### config.mk
export PLATFORM = sky130hd
export DESIGN_NAME = abp_sender
export DESIGN_NICKNAME = d
export VERILOG_FILES = /design/src/rtl/abp_sender.sv
export SDC_FILE = /design/constraint.sdc
export NUM_CORES = 1
export LEC_CHECK = 0
export BUFFER_PORTS_ARGS = -buffer_cell sky130_fd_sc_hd__buf_2
export CAP_MARGIN = 20
export CORE_ASPECT_RATIO = 0.75
export CORE_MARGIN = 2
export CORE_UTILIZATION = 29
export DETAILED_ROUTE_END_ITERATION = 10
export SLEW_MARGIN = 20
export SYNTH_ARGS = -nofsm -noshare
export SYNTH_HDL_FRONTEND = slang
export SYNTH_SLANG_ARGS = --single-unit
### constraint.sdc
create_clock -name clk -period 2.5 [get_ports clk]
set_input_delay 0.125 -clock clk [delete_from_list [all_inputs] [get_ports clk]]
set_output_delay 0.125 -clock clk [all_outputs]
set_load 0.03 [all_outputs]
### src/rtl/abp_sender.sv
// Alternating-bit-protocol transmit engine: streams frame_len words from a
// single-port BRAM onto a valid/ready link, holding each word until acked.
module abp_sender #(
   parameter int ADDRESS_WIDTH  = 6,
   parameter int DATA_WIDTH     = 8,
   parameter int TIMEOUT_CYCLES = 1000
) (
   input  logic                     clk,
   input  logic                     rst,
   input  logic                     start,
   input  logic [ADDRESS_WIDTH:0]   frame_len,
   output logic                     busy,
   output logic                     done,
   output logic [15:0]              retx_count,
   output logic                     mem_en,
   output logic                     mem_we,
   output logic [ADDRESS_WIDTH-1:0] mem_addr,
   input  logic [DATA_WIDTH-1:0]    mem_rdata,
   output logic                     tx_valid,
   input  logic                     tx_ready,
   output logic [DATA_WIDTH-1:0]    tx_data,
   output logic                     tx_seq,
   input  logic                     ack_valid,
   input  logic                     ack_seq
);

   localparam int LEN_W   = ADDRESS_WIDTH + 1;
   localparam int TIMER_W = $clog2(TIMEOUT_CYCLES);
   localparam logic [TIMER_W-1:0] TIMER_LAST = TIMER_W'(TIMEOUT_CYCLES - 1);

   typedef enum logic [2:0] {
      S_IDLE,
      S_READ,
      S_LATCH,
      S_SEND,
      S_WAIT_ACK,
      S_DONE
   } state_t;

   state_t                  state;
   state_t                  state_nxt;
   logic [LEN_W-1:0]        len;
   logic [LEN_W-1:0]        idx;
   logic                    seq;
   logic [DATA_WIDTH-1:0]   hold;
   logic [TIMER_W-1:0]      timer;
   logic [15:0]             retx;

   logic                    accept;
   logic                    ack_ok;
   logic                    timeout;
   logic                    last_word;

   function automatic logic [15:0] sat_inc(input logic [15:0] val);
      return (val == 16'hFFFF) ? val : val + 16'd1;
   endfunction

   // idx is one bit wider than the address so a 2**ADDRESS_WIDTH frame
   // reaches its last-word compare without wrapping
   assign last_word = (idx == len - LEN_W'(1));

   always_comb begin
      state_nxt = state;
      accept    = 1'b0;
      ack_ok    = 1'b0;
      timeout   = 1'b0;
      case (state)
         S_IDLE: begin
            if (start) begin
               accept    = 1'b1;
               state_nxt = (frame_len == '0) ? S_DONE : S_READ;
            end
         end
         S_READ:  state_nxt = S_LATCH;
         S_LATCH: state_nxt = S_SEND;
         S_SEND: begin
            if (tx_ready) state_nxt = S_WAIT_ACK;
         end
         S_WAIT_ACK: begin
            // a matching ack takes priority over a timeout in the same cycle
            if (ack_valid && (ack_seq == seq)) begin
               ack_ok    = 1'b1;
               state_nxt = last_word ? S_DONE : S_READ;
            end else if (timer == TIMER_LAST) begin
               timeout   = 1'b1;
               state_nxt = S_SEND;
            end
         end
         S_DONE:  state_nxt = S_IDLE;
         default: state_nxt = S_IDLE;
      endcase
   end

   always_ff @(posedge clk) begin
      if (rst) begin
         state <= S_IDLE;
         len   <= '0;
         idx   <= '0;
         seq   <= 1'b0;
         hold  <= '0;
         timer <= '0;
         retx  <= '0;
      end else begin
         state <= state_nxt;
         if (accept) begin
            len  <= frame_len;
            idx  <= '0;
            retx <= '0;
         end
         if (state == S_LATCH) hold <= mem_rdata;
         if (state == S_SEND) begin
            timer <= '0;
         end else if ((state == S_WAIT_ACK) && (timer != TIMER_LAST)) begin
            timer <= timer + TIMER_W'(1);
         end
         if (ack_ok) begin
            seq <= ~seq;
            if (!last_word) idx <= idx + LEN_W'(1);
         end
         if (timeout) retx <= sat_inc(retx);
      end
   end

   assign busy       = (state != S_IDLE);
   assign done       = (state == S_DONE);
   assign mem_en     = (state == S_READ);
   assign mem_we     = 1'b0;
   assign mem_addr   = idx[ADDRESS_WIDTH-1:0];
   assign tx_valid   = (state == S_SEND);
   assign tx_data    = hold;
   assign tx_seq     = seq;
   assign retx_count = retx;

endmodule

==> impl_metrics.env <==
export IMPL_top_layer_used="met4"
export IMPL_antenna_found_initial=0
export IMPL_final_cell_mix="55 x buf_2, 52 x dfxtp_1, 35 x nand2_1, 33 x nor2_1, 25 x a21oi_1"
export IMPL_max_cap_viol_count=0
export IMPL_detailedPlacementHpwl_um=4750
export IMPL_place_ws_ns=0.197
export IMPL_drt_first_iter_violations=120
export IMPL_die_span_y_um=88.9
export IMPL_finalSetupViolations=0
export IMPL_cp_required_ns=2.72
export IMPL_clock_tree_buffer_depth=2
export IMPL_synthDistinctLibCells=56
export IMPL_wirelength_met1_um=3330
export IMPL_sequential_cell_area_fraction_in_the_yosys_report=0.374
export IMPL_ctsRootBufferMaster="clkbuf_16"
export IMPL_initial_core_util=0.303
export IMPL_avgSynthCellArea_um2=8.26
export IMPL_synth_fp_nets=362
export IMPL_critPathArrivalTime_ns=2.54
export IMPL_layout_cells_non_filler=515
export IMPL_tns_ns=0
export IMPL_finalHoldWorstSlack_ns=0.0594
export IMPL_post_drt_wl_per_cell_um=12.8
export IMPL_clk_sink_count=52
export IMPL_max_freq_ghz=0.431
export IMPL_worst_setup_path_start_kind="register"
export IMPL_design_portCount=57
export IMPL_fin_worst_skew_ns=0.00764
export IMPL_final_setup_worst_slack_ns=0.179
export IMPL_timing_final_max_slew_violations=0
export IMPL_coreArea_um2=9200
export IMPL_cts_hold_fix_buffers=0
export IMPL_htreeDepth=2
export IMPL_worst_slew_margin_rel=0.505
export IMPL_synth_compound_gate_area_share=0.151
export IMPL_synth_simple_gate_area_frac=0.286
export IMPL_critPathKind="reg2reg"
export IMPL_r2r_worst_path_cells=9
export IMPL_number_of_global_route_vias_before_repair=2212
export IMPL_pin_count_of_the_biggest_net_entering_global_routing=39
export IMPL_drt_total_wl_um=6590
export IMPL_detail_route_drc_violations=0
export IMPL_synth_async_sr_flop_share=0
export IMPL_timing_critical_path_to_type="register"
export IMPL_dpl_cell_count=507
export IMPL_cts_buffers=5
export IMPL_syn_std_cell_area_um2=2780
export IMPL_synth_adder_area_share=0.0180
export IMPL_yosys_top_cells_area="dfxtp_1 37%, nand2_1 4.7%, a21oi_1 4.5%, nor2_1 4.4%, mux2i_1 3.6%"
export IMPL_drive_above_1_share=0.243
export IMPL_routed_via_density=4.87
export IMPL_rsz0062_at_grt="no"
export IMPL_n_fill_cell=969
export IMPL_top_cell_type_s_share_of_synthesized_area=0.374
export IMPL_detailedRoute_firstPassIterationCount=4
export IMPL_worst_hold_path_type="in2reg"
export IMPL_final_antenna_violating_net_count=0
export IMPL_number_of_post_cts_setup_repair_buffers=0
export IMPL_hold_path_cell_count=3
export IMPL_run_status="complete, no violations"
export IMPL_postLayoutCoreUtil=0.365
export IMPL_floorplan_die_area_um2=10400
export IMPL_shortest_period_the_worst_path_allows_ns=2.32
export IMPL_ys_ff_latch=52
export IMPL_largest_fanout_on_the_critical_path=9
export IMPL_synth_main_ff_cell="dfxtp_1"
export IMPL_synth_mux_area_fraction=0.0400
export IMPL_synth_top_family_by_area="simple AND/OR/NAND/NOR gates"
export IMPL_finish_net_count=411
export IMPL_insertedDiodeCount=0
export IMPL_power_density_nw_per_um2=577
export IMPL_post_synth_xor_area_fraction=0.0679
export IMPL_num_rows=30
export IMPL_worst_slew_pin_transition_ns=0.743
export IMPL_synth_edff_count=0
export IMPL_mostFrequentLayoutCell="buf_2"
export IMPL_irDropWorstVdd_mv=0.279
export IMPL_dieWidth_um=117
export IMPL_tritoncts="built"
export IMPL_cts_repair_resize_count=0
export IMPL_layout_area_overhead_vs_synth_pct=20.6
export IMPL_routed_wl_met2_um=2850
export IMPL_final_number_of_hold_violating_endpoints=0
export IMPL_post_synth_inst_count=337
export IMPL_met3RoutedLength_um=363
export IMPL_clk_latency_ns=0.29
export IMPL_min_period_over_period=0.928
export IMPL_via_count=2508
export IMPL_grt_ovfl_total=0
export IMPL_grt_first_pass_wirelength_um=10800
export IMPL_grtUsageTotal=0.132
export IMPL_globalplace_congestion=0.782
export IMPL_yosysWarnings=0
export IMPL_clkTransAtPathRegs_ns=0.07
export IMPL_netlist_top_cell_by_area="dfxtp_1"
export IMPL_place_port_buffers=55
export IMPL_p_leak_nw=1.30
cell usage after synthesis, drive strengths merged, types with 4 or more instances:
| cell type | number |
|---|---|
| clkbuf | 10 |
| a21oi | 28 |
| dfxtp | 52 |
| xor2 | 9 |
| o211ai | 7 |
| nor2b | 5 |
| xnor2 | 10 |
| nor3 | 8 |
| nand4 | 8 |
| a211o | 4 |
| o21ai | 17 |
| buf | 13 |
| nand2 | 37 |
| or3 | 14 |
| ha | 4 |
| nor2 | 33 |
| nand3 | 18 |
| and2 | 4 |
| inv | 12 |
| mux2i | 10 |
final cells by class:
type	count	area, um^2	share of cell area
Multi-Input combinational cell	250	1580	0.470
Sequential cell	52	1040	0.310
Timing Repair Buffer	65	350	0.104
Tap cell	128	160	0.0477
Clock buffer	7	153	0.0455
Inverter	12	45.0	0.0134
Clock inverter	1	30.0	0.00895
stage by stage:
stage	area, um^2	power, mW
floorplan	2780	1.05
global placement	3170	1.12
detailed placement	3170	1.12
CTS	3360	1.96
global route	3360	2.01
finish	3360	1.94
worst max-delay path: stages, from the launching register on:
cell	delay, ns
dfxtp_1	0.42
inv_1	0.07
ha_1	0.22
xnor3_1	0.27
nand3_1	0.06
or4b_1	0.48
a31oi_2	0.24
buf_4	0.23
o211ai_1	0.13
a21oi_2	0.14
state kept, by name (all words and copies together) (netlist names):
signal      count
timer          10
len             7
tx_seq          1
tx_data         8
state           3
idx             7
retx_count     16
worst paths after layout:
check / from / slack (ns) / to
worst min register to register: len[6]$_SDFFE_PP0P_ / 0.48 / len[6]$_SDFFE_PP0P_
worst min-delay path: mem_rdata[0] / 0.06 / tx_data[0]$_SDFFE_PP0P_
worst max-delay path: len[0]$_SDFFE_PP0P_ / 0.18 / idx[5]$_SDFF_PP0_
worst max register to register: len[0]$_SDFFE_PP0P_ / 0.18 / idx[5]$_SDFF_PP0_
layer usage:
metal	vias to the layer above	global-route usage
met5	-	0
met4	0	0.0321
met3	5	0.0308
met2	61	0.202
met1	1165	0.187
li1	1277	-
kinds of logic (layout without fill, tap and decap cells):
family / count (synthesis) / in the layout
other: 1 / 1
and+or+nand+nor: 150 / 150
xor gates and xnor gates: 20 / 20
AOI/OAI and AO/OA: 64 / 64
muxes: 11 / 11
buffers and inverters: 35 / 85
adders and majority gates: 4 / 4
DFF: 52 / 52
power by group:
part	switching, mW	leakage, nW	internal [mW]
sequential	0.0200	0.421	0.848
clock	0.310	0.0901	0.528
combinational	0.140	0.786	0.0917
No activity file was read; power rests on OpenSTA's default activity.
